**config.mk**
```make
export PLATFORM = sky130hd
export DESIGN_NAME = fetch_unit
export DESIGN_NICKNAME = d
export VERILOG_FILES = /design/src/rtl/fetch_pkg.sv /design/src/rtl/fetch_fifo.sv /design/src/rtl/fetch_unit.sv
export SDC_FILE = /design/constraint.sdc
export NUM_CORES = 1
export LEC_CHECK = 0
export BUFFER_PORTS_ARGS = -buffer_cell sky130_fd_sc_hd__buf_4
export CORE_MARGIN = 4
export CORE_UTILIZATION = 45
export DETAILED_ROUTE_END_ITERATION = 10
export PLACE_DENSITY = 0.77
export SYNTH_ARGS = -nofsm -noshare
export SYNTH_HDL_FRONTEND = slang
export SYNTH_SLANG_ARGS = --single-unit
```
**constraint.sdc**
```tcl
create_clock -name clk -period 8.6 [get_ports clk]
set_input_delay 1.29 -clock clk [delete_from_list [all_inputs] [get_ports clk]]
set_output_delay 1.29 -clock clk [all_outputs]
set_load 0.005 [all_outputs]
```
**src/rtl/fetch_pkg.sv**
```systemverilog
// fetch_pkg: shared constants, FSM state type and FIFO entry type for the fetch unit
package fetch_pkg;
    localparam int INSTR_BYTES = 4;
    localparam int FETCH_DEPTH = 2;
    typedef enum logic [0:0] {
        ST_FETCH   = 1'b0,
        ST_DISCARD = 1'b1
    } fetch_state_e;
    typedef struct packed {
        logic [31:0] instr;
        logic [31:0] pc;
    } fetch_entry_t;
endpackage

```
**src/rtl/fetch_fifo.sv**
```systemverilog
// fetch_fifo: 2-entry {instr, pc} FIFO whose head is always a register
// Ports: clk, rst_n (async active-low); push/din write, pop advances head,
//        flush empties; head is the oldest entry; full/empty status.
module fetch_fifo
    import fetch_pkg::*;
#(
    parameter type entry_t = fetch_entry_t
) (
    input  logic   clk,
    input  logic   rst_n,
    input  logic   push,
    input  logic   pop,
    input  logic   flush,
    input  entry_t din,
    output entry_t head,
    output logic   full,
    output logic   empty
);
    entry_t     tail;
    logic [1:0] cnt;
    logic [1:0] wr;
    // slot a push lands in once this cycle's pop has shifted the queue
    assign wr    = cnt - {1'b0, pop};
    assign full  = cnt == 2'(FETCH_DEPTH);
    assign empty = cnt == 2'd0;
    always_ff @(posedge clk or negedge rst_n) begin
        if (!rst_n) begin
            cnt  <= '0;
            head <= '0;
            tail <= '0;
        end else if (flush) begin
            cnt <= '0;
        end else begin
            if (pop) head <= tail;
            if (push && wr == 2'd0) head <= din;
            if (push && wr == 2'd1) tail <= din;
            cnt <= cnt + {1'b0, push} - {1'b0, pop};
        end
    end
endmodule

```
**src/rtl/fetch_unit.sv**
```systemverilog
// fetch_unit: instruction fetch with credit-limited requests, 2-entry buffer and redirect discard
// Ports: clk, rst_n (async active-low); imem_req_* request channel (valid/ready/addr);
//        imem_rsp_* in-order response channel (never back-pressured);
//        instr/instr_pc/instr_valid/instr_ready decode channel; redirect/redirect_pc.
// Optional: FETCH_PERF_CNT_EN adds perf_fetched and perf_stall counters.
module fetch_unit
    import fetch_pkg::*;
#(
    parameter int                    ADDR_WIDTH = 32,
    parameter int                    DATA_WIDTH = 32,
    parameter logic [ADDR_WIDTH-1:0] RESET_PC   = 32'h0000_0000
) (
    input  logic                  clk,
    input  logic                  rst_n,
    output logic                  imem_req_valid,
    output logic [ADDR_WIDTH-1:0] imem_req_addr,
    input  logic                  imem_req_ready,
    input  logic                  imem_rsp_valid,
    input  logic [DATA_WIDTH-1:0] imem_rsp_data,
    output logic                  instr_valid,
    output logic [DATA_WIDTH-1:0] instr,
    output logic [ADDR_WIDTH-1:0] instr_pc,
    input  logic                  instr_ready,
    input  logic                  redirect,
    input  logic [ADDR_WIDTH-1:0] redirect_pc
`ifdef FETCH_PERF_CNT_EN
    ,
    output logic [31:0]           perf_fetched,
    output logic [31:0]           perf_stall
`endif
);
    typedef struct packed {
        logic [DATA_WIDTH-1:0] instr;
        logic [ADDR_WIDTH-1:0] pc;
    } entry_t;
    fetch_state_e          state;
    logic [ADDR_WIDTH-1:0] pc;
    logic [ADDR_WIDTH-1:0] rsp_pc;
    logic [ADDR_WIDTH-1:0] tgt;
    logic [1:0]            outst;
    logic [1:0]            outst_nx;
    logic [1:0]            drop;
    logic [1:0]            drop_nx;
    logic [1:0]            occ;
    logic                  acc;
    logic                  push;
    logic                  pop;
    logic                  full;
    logic                  empty;
    entry_t                head;
    assign tgt            = redirect_pc & ~ADDR_WIDTH'(INSTR_BYTES - 1);
    assign occ            = {full, !full && !empty};
    // every outstanding request already owns a buffer slot, so responses never stall
    assign imem_req_valid = rst_n && !redirect && ({1'b0, outst} + {1'b0, occ} < 3'd2);
    assign imem_req_addr  = pc;
    assign acc            = imem_req_valid && imem_req_ready;
    assign pop            = instr_valid && instr_ready;
    assign push           = imem_rsp_valid && !redirect && state == ST_FETCH;
    assign outst_nx       = outst + {1'b0, acc} - {1'b0, imem_rsp_valid};
    // on redirect everything still in flight is stale
    assign drop_nx        = redirect ? outst_nx : drop - {1'b0, imem_rsp_valid && drop != 2'd0};
    always_ff @(posedge clk or negedge rst_n) begin
        if (!rst_n) begin
            pc     <= RESET_PC;
            rsp_pc <= RESET_PC;
            outst  <= '0;
            drop   <= '0;
            state  <= ST_FETCH;
        end else begin
            pc     <= redirect ? tgt : acc ? pc + ADDR_WIDTH'(INSTR_BYTES) : pc;
            rsp_pc <= redirect ? tgt : push ? rsp_pc + ADDR_WIDTH'(INSTR_BYTES) : rsp_pc;
            outst  <= outst_nx;
            drop   <= drop_nx;
            state  <= drop_nx != 2'd0 ? ST_DISCARD : ST_FETCH;
        end
    end
    fetch_fifo #(
        .entry_t(entry_t)
    ) u_fifo (
        .clk  (clk),
        .rst_n(rst_n),
        .push (push),
        .pop  (pop),
        .flush(redirect),
        .din  ('{instr: imem_rsp_data, pc: rsp_pc}),
        .head (head),
        .full (full),
        .empty(empty)
    );
    assign instr_valid = !empty;
    assign instr       = head.instr;
    assign instr_pc    = head.pc;
`ifdef FETCH_PERF_CNT_EN
    always_ff @(posedge clk or negedge rst_n) begin
        if (!rst_n) begin
            perf_fetched <= '0;
            perf_stall   <= '0;
        end else begin
            if (pop) perf_fetched <= perf_fetched + 32'd1;
            if (!instr_valid) perf_stall <= perf_stall + 32'd1;
        end
    end
`endif
endmodule

```
==> flow_summary.json, run 1 <==
{
  "synth_top_area_cell": "dfrtp_1",
  "crit_path_cell_trace": "clkbuf_8, nor4b_4, buf_4",
  "synth_top_area_frac": 0.535,
  "initial_utilization": 0.458,
  "fill_cells": 1701,
  "yosys_warnings": 0,
  "syn_inst": 808,
  "hold_slack_ns": 0.508,
  "tightest_slew_ns": 1.13,
  "cts.path.max_buffers": 2,
  "die_w_um": 149,
  "gp_congestion": 0.853,
  "p_leak_uw": 0.00476,
  "cp_data_arrival_time_ns": 2.52,
  "die_y_um": 149,
  "stdcell_count": 1227,
  "vias": 6607,
  "use_met1": 0.271,
  "nets": 1028,
  "cpPeakStageDelay_ns": 0.53,
  "hp-start": "u_fifo.tail[34]$_DFFE_PN0P_",
  "dr.pass1.iters": 5,
  "synth-async-reset-ratio": 1.00,
  "setup_viol": 0,
  "min_period_ns": 3.81,
  "antenna_found_initial": 0,
  "antenna_cells": 0,
  "p_per_area_nw_per_um2": 296,
  "numCtsBuffers": 17,
  "wirelength_um": 21000,
  "cpMaxStageDelayCell": "nor4b_4",
  "dieArea_sq_um": 22200,
  "drc_errors": 0,
  "use_met2": 0.298,
  "routedWlPerCell_um": 17.1,
  "grt_busiest_layer": "met2",
  "min-delay-path-class": "reg2reg",
  "vias_per_cell": 5.38,
  "max_slew_margin": 0.250,
  "grt_pass1_wl_um": 34200,
  "clk_latency_ns": 0.42,
  "holdBufCountCts": 0,
  "max_freq_ghz": 0.263,
  "cts_tree": "done",
  "htreeDepth": 4,
  "dp_hpwl_um": 14500,
  "clkSlewWorstSetupHoldPaths_ns": 0.06,
  "run_status": "complete, no violations",
  "critical-path-top-delay-family": "buffers and inverters",
  "worstSetupPathType": "in2out",
  "slew_viol_final": 0,
  "grt_usage": 0.192,
  "crit_path_end_kind": "primary output",
  "dp_cells": 1195,
  "peakVddDrop_v": 0.000163,
  "cts_root_buf": "clkbuf_16",
  "grt_use_met3": 0.0486,
  "seq_area_frac_synth": 0.535,
  "finalClockSkew_ns": 0.00911,
  "cts.sinks": 191,
  "setup-tns-final_ns": 0,
  "synth_edf_count": 0,
  "synth_area_sq_um": 8940,
  "grt_max_degree": 89,
  "cts_resized": 0,
  "synthFlopType": "dfrtp_1",
  "row_count": 51,
  "core_area_sq_um": 19500,
  "r2r-start": "u_fifo.cnt[1]$_DFF_PN0_",
  "hold_violations": 0,
  "io_pins": 168,
  "synth_area_leaders": "dfrtp_1, mux2_2, mux2i_1, a21oi_1, nor2_1",
  "antenna_left": 0,
  "drive_gt1_frac": 0.292,
  "postSynthAreaPerCell_sq_um": 11.1,
  "ys_types": 52,
  "crit_buf_inv": 2,
  "cts_setup_buffers": 0,
  "area_delta_synth_final_pct": 22.6,
  "portBuffers": 161,
  "maxCapViolCount": 0,
  "rsz0062_at_grt": "no",
  "ys_ff_latch": 191,
  "grt_pass1_vias": 6594,
  "startpoint_type": "input port",
  "crit_start": "rst_n",
  "first_iter_violations": 455,
  "worst-path-max-fanout": 76,
  "required_ns": 7.31,
  "period_share": 0.443,
  "gr-total-overflow": 0
}
[registers in the layout, indices dropped and copies added (netlist names)]
| name | count |
|---|---|
| u_fifo.head | 62 |
| u_fifo.tail | 62 |
| imem_req_addr | 30 |
| rsp_pc | 30 |
| drop | 2 |
| outst | 2 |
| u_fifo.cnt | 2 |
| state | 1 |
[cell usage after synthesis, types with 2 or more instances]
cell type / number
a21oi_1: 67
or3_1: 2
nor4_1: 4
a21o_1: 2
nor2b_1: 3
or4_1: 3
a31oi_1: 5
buf_6: 2
dfrtp_1: 191
o31ai_1: 3
o311ai_0: 9
xor2_1: 19
nand3_1: 21
buf_4: 4
xnor2_1: 25
o21ai_1: 9
or2_2: 2
ha_1: 8
mux2_2: 74
nor2_1: 81
buf_2: 2
nor3_1: 17
mux2i_1: 62
inv_1: 12
and4_1: 6
nand4_1: 19
and2_1: 4
o21ai_0: 18
clkbuf_1: 37
and3_1: 8
a221oi_1: 2
nand2_1: 56
o211ai_1: 12
[path summary, 6_finish.rpt]
kind | to | slack, ns | cells past startpoint
max | imem_req_valid | 4.79 | 3
min | u_fifo.tail[34]$_DFFE_PN0P_ | 0.51 | 1
max reg2reg | state$_DFF_PN0_ | 5.08 | 11
min reg2reg | u_fifo.tail[34]$_DFFE_PN0P_ | 0.51 | 1
max in group asynchronous | u_fifo.tail[17]$_DFFE_PN0P_ | 6.52 | 2
min in group asynchronous | u_fifo.head[55]$_DFFE_PN0P_ | 0.87 | 1
[report_power, final]
group          switching (uW)  leakage (uW)  internal [uW]
combinational             415       0.00214            555
clock                     328      0.000301            502
sequential                215       0.00233           1220
[logic make-up after synthesis]
kind of cell               after synthesis  synth area share
and+or+nand+nor                        237             0.131
DFF                                    191             0.535
muxes                                  136             0.163
AOI/OAI and AO/OA                      130            0.0839
buffers and inverters                   60            0.0301
xor gates and xnor gates                44            0.0431
adders and majority gates                9            0.0134
other                                    1          0.000420
[stage by stage]
| stage | worst slack (ns) | cell area (sq um) | power (uW) | utilization |
|---|---|---|---|---|
| final | 4.79 | 11000 | 3240 | 0.561 |
| after global routing | 4.54 | 11000 | 3450 | 0.561 |
| after CTS | 4.74 | 11000 | 3280 | 0.561 |
| after detailed placement | 4.34 | 10300 | 2440 | 0.529 |
| after global placement | 4.39 | 10300 | 2390 | 0.529 |
| after floorplan | 5.08 | 8950 | 1960 | - |
[layout make-up]
| type | instances | area, sq um | area share |
|---|---|---|---|
| Sequential cell | 191 | 4780 | 0.436 |
| Multi-Input combinational cell | 560 | 3920 | 0.358 |
| Timing Repair Buffer | 166 | 1250 | 0.114 |
| Clock buffer | 22 | 464 | 0.0424 |
| Tap cell | 265 | 332 | 0.0303 |
| Clock inverter | 10 | 159 | 0.0145 |
| Inverter | 13 | 48.8 | 0.00446 |
[placed cells by master (no fill, tap or decap), types with 2 or more instances in the layout]
master and count:
inv_1 12, mux2i_1 62, nor2_1 81, clkinvlp_4 2
ha_1 8, o311ai_0 9, and2_1 4, xor2_1 19
nand3_1 21, buf_4 165, conb_1 4, o31ai_1 3
o21ai_0 18, a21oi_1 67, a31oi_1 5, mux2_2 74
or4_1 2, clkbuf_1 3, and3_1 7, nand4_1 19
or4_4 2, xnor2_1 25, bufinv_16 4, and4_1 6
a21o_1 2, dfrtp_1 191, a221oi_1 2, clkbuf_8 3
nor2b_1 3, nand2_1 56, clkinv_2 3, or3_1 2
o211ai_1 12, clkbuf_16 17, nor3_1 17, nor4_1 4
o21ai_1 9, or2_2 2
[metal layers]
layer	wire length [um]	share of wire	up-vias
met2	9670	0.46	232
met5	0	0	-
met3	1470	0.070	18
li1	-	-	3140
met1	9600	0.46	3217
met4	233	0.011	0
No activity file was read; power rests on OpenSTA's default activity.
==> run 2: changes to the inputs <==
Settings changed: PLACE_DENSITY 0.77 to 0.79.
Clock period 8.6 ns to 3.3 ns, I/O delays scaled along.
==> run 2 against run 1 <==
  * Flip-flop and latch count unchanged
  * Clock power rose to 2.5 times the previous value
  * Sequential power rose to 2.6 times the previous value
  * Total power rose to 2.6 times the previous value
  * Design area up 1.3%
  * Wire length up 1.1%
  * First-iteration DRC count up 7.7%
  * Worst hold slack worse by 0.38 ns
  * Sequential share of layout area down 0.58 points
  * Critical endpoint is now state$_DFF_PN0_
==> flow_summary.json, run 2 (synthesis gave the netlist of run 1 again) <==
{
  "min_period_ns": 2.98,
  "tightest_slew_ns": 0.874,
  "max_freq_ghz": 0.336,
  "worst-path-max-fanout": 9,
  "antenna_found_initial": 0,
  "initial_utilization": 0.458,
  "numCtsBuffers": 17,
  "grt_pass1_vias": 6431,
  "startpoint_type": "flop",
  "htreeDepth": 4,
  "area_delta_synth_final_pct": 24.2,
  "worstSetupPathType": "reg2reg",
  "clk_latency_ns": 0.43,
  "routedWlPerCell_um": 17.1,
  "slew_viol_final": 0,
  "grt_max_degree": 162,
  "required_ns": 3.62,
  "antenna_cells": 0,
  "drive_gt1_frac": 0.302,
  "finalClockSkew_ns": 0.00941,
  "cts_root_buf": "clkbuf_16",
  "row_count": 51,
  "period_share": 0.903,
  "grt_usage": 0.192,
  "peakVddDrop_v": 0.000391,
  "cts_tree": "done",
  "maxCapViolCount": 0,
  "holdBufCountCts": 0,
  "crit_path_end_kind": "flop",
  "gp_congestion": 0.897,
  "dieArea_sq_um": 22200,
  "portBuffers": 161,
  "cpMaxStageDelayCell": "fa_1",
  "place_area_sq_um": 10500,
  "vias_per_cell": 5.43,
  "wirelength_um": 21200,
  "clkSlewWorstSetupHoldPaths_ns": 0.07,
  "p_per_area_nw_per_um2": 758,
  "antenna_left": 0,
  "setup-tns-final_ns": 0,
  "dr.pass1.iters": 5,
  "layout_commonest_cell": "dfrtp_1",
  "min-delay-path-class": "in2async",
  "dp_hpwl_um": 15000,
  "cts.path.max_buffers": 2,
  "nets": 1039,
  "fill_cells": 1671,
  "run_status": "complete, no violations",
  "cts_setup_buffers": 0,
  "hold_violations": 0,
  "core_area_sq_um": 19500,
  "io_pins": 168,
  "drc_errors": 0,
  "cts_resized": 0,
  "p_leak_uw": 0.00484,
  "design_area_sq_um": 11100,
  "rsz0062_at_grt": "no",
  "cts.sinks": 191,
  "cp_data_arrival_time_ns": 3.30,
  "top_regs": "u_fifo.head: 62 flops, u_fifo.tail: 62 flops",
  "max_slew_margin": 0.418,
  "vias": 6726,
  "area.sequential_sq_um": 4780,
  "critical-path-top-delay-family": "simple AND/OR/NAND/NOR gates",
  "gr-total-overflow": 0,
  "setup_viol": 0,
  "cpPeakStageDelay_ns": 0.48,
  "multi_input_area_sq_um": 3920,
  "grt_pass1_wl_um": 34000,
  "die_y_um": 149,
  "die_w_um": 149,
  "final_cell_mix": "dfrtp_1, buf_4, nor2_1",
  "first_iter_violations": 490,
  "crit_buf_inv": 2,
  "crit_path_cell_trace": "nor2b_1, fa_1, nor4b_4, and2_4, inv_1, ha_1, inv_1, ha_1, nand2_1, o21ai_0, or2_2"
}
run 2: area by class of cell:
cell class / count / share of cell area
clock buffers: 21 / 0.0424
clock inverters: 11 / 0.0117
inverters: 13 / 0.00440
multi-input cells: 560 / 0.353
flip-flops and latches: 191 / 0.431
well taps: 265 / 0.0299
repair buffers: 177 / 0.128
run 2: power by group:
part | leakage, uW | internal [uW] | switching, uW
combinational | 0.00222 | 1480 | 1100
sequential | 0.00233 | 3190 | 563
clock | 0.000294 | 1190 | 892
run 2: path summary, 6_finish.rpt:
check	slack (ns)	to	depth (start not counted)	startpoint
worst max-delay path	0.32	state$_DFF_PN0_	11	u_fifo.cnt[1]$_DFF_PN0_
worst min-delay path	0.13	u_fifo.tail[2]$_DFFE_PN0P_	2	rst_n
worst max register to register	0.32	state$_DFF_PN0_	11	u_fifo.cnt[1]$_DFF_PN0_
worst min register to register	0.51	u_fifo.tail[44]$_DFFE_PN0P_	1	u_fifo.tail[44]$_DFFE_PN0P_
max in group asynchronous	1.98	u_fifo.head[40]$_DFFE_PN0P_	3	rst_n
min in group clk	0.31	u_fifo.tail[60]$_DFFE_PN0P_	2	imem_rsp_data[28]
run 2: metrics by stage:
| step | total power [uW] | util | cells | hold WS, ns | setup WS [ns] |
|---|---|---|---|---|---|
| final | 8420 | 0.568 | 1238 | 0.131 | 0.321 |
| after global routing | 8960 | 0.568 | 1238 | 0.157 | 0.155 |
| after CTS | 8530 | 0.568 | 1238 | 0.126 | 0.287 |
| after detailed placement | 6420 | 0.538 | 1206 | 0.495 | 0.300 |
| after global placement | 6280 | 0.538 | 1206 | 0.488 | 0.384 |
| after floorplan | 5110 | - | 811 | 0.199 | 0.160 |
run 2: layer usage:
metal | vias up | wire [um] | GRT usage
li1 | 3164 | - | -
met1 | 3269 | 9820 | 0.286
met2 | 272 | 9640 | 0.291
met3 | 21 | 1480 | 0.0356
met4 | 0 | 261 | 0.0549
met5 | - | 0 | 0
==> run 3: changes to the inputs <==
Settings changed: SYNTH_HIERARCHICAL set to 1.
==> run 3 against run 2 <==
  * Maximum frequency down 4.3%
  * Combinational power up 24%
  * Die area up 8.8%
  * Via count up 20%
  * First-iteration DRC count up 23%
  * Final cell count up 9.4%
  * Design area up 6.5%
  * Synthesized cell count up 15%
  * Flip-flop and latch count up 4
  * Synthesized area up 9.3%
  * Clock-buffer cell count down 1
  * Register-to-register slack worse by 0.13 ns
  * Critical path type unchanged
  * Highest routed layer unchanged
==> flow_summary.json, run 3 <==
{
  "ys_ff_latch": 195,
  "die_y_um": 155,
  "clkSlewWorstSetupHoldPaths_ns": 0.07,
  "synth.most_common_cell": "dfrtp_1",
  "synth_top_family_by_area": "simple AND/OR/NAND/NOR gates",
  "combPwrFrac": 0.359,
  "synth_fa_ha_area_frac": 0.0123,
  "setup_viol": 0,
  "worstSetupPathType": "reg2reg",
  "synth.top_cells.by_count": "dfrtp_1, nor2_1, inv_1, nor4_1, a221oi_1",
  "peakVddDrop_v": 0.000365,
  "numCtsBuffers": 17,
  "antenna_cells": 0,
  "internal_power_uw": 5920,
  "vias": 8058,
  "clk_latency_ns": 0.44,
  "synth_area_leaders": "dfrtp_1, mux2_4, a221oi_1, nor4_1, nor2_1",
  "max_slew_margin": 0.417,
  "swShare": 0.337,
  "dr.pass1.iters": 6,
  "pwr-share-clk": 0.220,
  "min-delay-path-class": "in2reg",
  "min_path_cells": 2,
  "cts_root_buf": "clkbuf_16",
  "yosys_warnings": 6,
  "io_pins": 168,
  "routedWlPerCell_um": 19.5,
  "synth_area_sq_um": 9770,
  "synth_top_area_cell": "dfrtp_1",
  "cp_data_arrival_time_ns": 3.43,
  "portBuffers": 163,
  "synthFlopType": "dfrtp_1",
  "synth-xor-area-share": 0.0341,
  "hold_slack_ns": 0.301,
  "top_regs": "u_fifo/head: 64 flops, u_fifo/tail: 64 flops",
  "max_freq_ghz": 0.321,
  "synth_mux_area_frac": 0.111,
  "worst-path-max-fanout": 3,
  "hold-path-endpoint": "u_fifo/tail[59]$_DFFE_PN0P_",
  "drc_errors": 0,
  "area_delta_synth_final_pct": 21.0,
  "cts_setup_buffers": 0,
  "grt_pass1_wl_um": 42200,
  "cts_resized": 0,
  "htreeDepth": 4,
  "hp-start": "imem_rsp_data[27]",
  "maxCapViolCount": 0,
  "hold_violations": 0,
  "gp_congestion": 0.915,
  "crit_path_end_kind": "flop",
  "finalClockSkew_ns": 0.0108,
  "synth_top_area_frac": 0.499,
  "final_cell_mix": "dfrtp_1, buf_4, nor2_1",
  "multi_input_area_sq_um": 4340,
  "cts.path.max_buffers": 2,
  "timing.rr.end": "state$_DFF_PN0_",
  "dp_slack_ns": 0.186,
  "layout_commonest_cell": "dfrtp_1",
  "post-route-util": 0.557,
  "run_status": "complete, no violations",
  "setup_ws_ns": 0.189,
  "ys_types": 58,
  "p_leak_uw": 0.00576,
  "grt_max_degree": 70,
  "synth_edf_count": 0,
  "area.sequential_sq_um": 4880,
  "antenna_left": 0,
  "postSynthAreaPerCell_sq_um": 10.6,
  "required_ns": 3.62,
  "syn_inst": 926,
  "r2r_cells": 13,
  "synth-async-reset-ratio": 1.00,
  "gr-total-overflow": 0,
  "p_switching_uw": 3010,
  "antenna_found_initial": 0,
  "dp_hpwl_um": 17700,
  "reg2reg_slack_ns": 0.19,
  "grt_usage": 0.215,
  "synth_simple_gate_area_share": 0.169,
  "rsz0062_at_grt": "no",
  "synth_compound_area_frac": 0.111,
  "row_count": 53,
  "pwr-share-seq": 0.421,
  "cts_tree": "done",
  "seq_area_frac_synth": 0.499,
  "dieArea_sq_um": 24100,
  "die_w_um": 155,
  "fill_cells": 1813,
  "holdBufCountCts": 0,
  "period_share": 0.943,
  "slew_viol_final": 0,
  "min_period_ns": 3.11,
  "first_iter_violations": 601,
  "setup-tns-final_ns": 0,
  "p_per_area_nw_per_um2": 756,
  "wirelength_um": 26400,
  "r2r-start": "u_fifo/cnt[0]$_DFF_PN0_",
  "startpoint_type": "flop",
  "nets": 1148,
  "core_area_sq_um": 21200,
  "drive_gt1_frac": 0.289,
  "initial_utilization": 0.460,
  "vias_per_cell": 5.95,
  "tightest_slew_ns": 0.875,
  "grt_pass1_vias": 7897,
  "cts.sinks": 195
}
==> run 3: worst max-delay path, stage by stage (launching register included) <==
cell and delay, ns:
dfrtp_1 0.42, nor2_1 0.19, nor3b_2 0.08, fa_1 0.52, nor4b_4 0.31, and2_1 0.23
inv_4 0.04, ha_1 0.26, inv_1 0.04, ha_2 0.16, xor2_1 0.14, xnor2_1 0.22
o21ai_1 0.12, or2_2 0.28
==> run 3: kinds of logic after synthesis <==
| logic type | after synthesis |
|---|---|
| DFF | 195 |
| muxes | 77 |
| other | 1 |
| AOI/OAI and AO/OA | 145 |
| adders and majority gates | 9 |
| buffers and inverters | 145 |
| and+or+nand+nor | 316 |
| xor gates and xnor gates | 38 |
==> run 3: area by class of cell <==
| class | instances | share of cell area |
|---|---|---|
| multi-input cells | 591 | 0.367 |
| inverters | 78 | 0.0250 |
| clock inverters | 9 | 0.00688 |
| repair buffers | 186 | 0.121 |
| clock buffers | 20 | 0.0386 |
| well taps | 275 | 0.0291 |
| flip-flops and latches | 195 | 0.413 |
==> run 3: metal layers <==
| metal | GRT usage | up-vias | routed length [um] |
|---|---|---|---|
| li1 | - | 3625 | - |
| met1 | 0.316 | 3981 | 11800 |
| met2 | 0.327 | 421 | 12000 |
| met3 | 0.0478 | 31 | 2360 |
| met4 | 0.0488 | 0 | 293 |
| met5 | 0 | - | 0 |
==> run 3: how the worst max path moves through the flow <==
stage	startpoint	slack, ns	end
6_report	u_fifo/cnt[0]$_DFF_PN0_	0.19	state$_DFF_PN0_
5_1_grt	u_fifo/cnt[1]$_DFF_PN0_	0.0009	state$_DFF_PN0_
4_1_cts	u_fifo/cnt[0]$_DFF_PN0_	0.16	state$_DFF_PN0_
3_5_place_dp	u_fifo/cnt[1]$_DFF_PN0_	0.19	state$_DFF_PN0_
3_3_place_gp	u_fifo/cnt[1]$_DFF_PN0_	0.23	state$_DFF_PN0_
2_1_floorplan	u_fifo/cnt[1]$_DFF_PN0_	0.0002	state$_DFF_PN0_
==> run 3: metrics by stage <==
step	total power [uW]	cells	instance area [sq um]
after floorplan	5490	931	9820
after global placement	6870	1325	11300
after detailed placement	6990	1325	11300
after CTS	8960	1354	11800
after global routing	9440	1354	11800
final	8930	1354	11800
==> run 3: power by group through the flow <==
stage	Sequential, uW	Clock, uW	Combinational [uW]
finish	3760	1970	3200
global placement	3750	0	3120
CTS	3760	1990	3210
detailed placement	3790	0	3200
floorplan	3700	0	1800
global route	3850	2090	3500
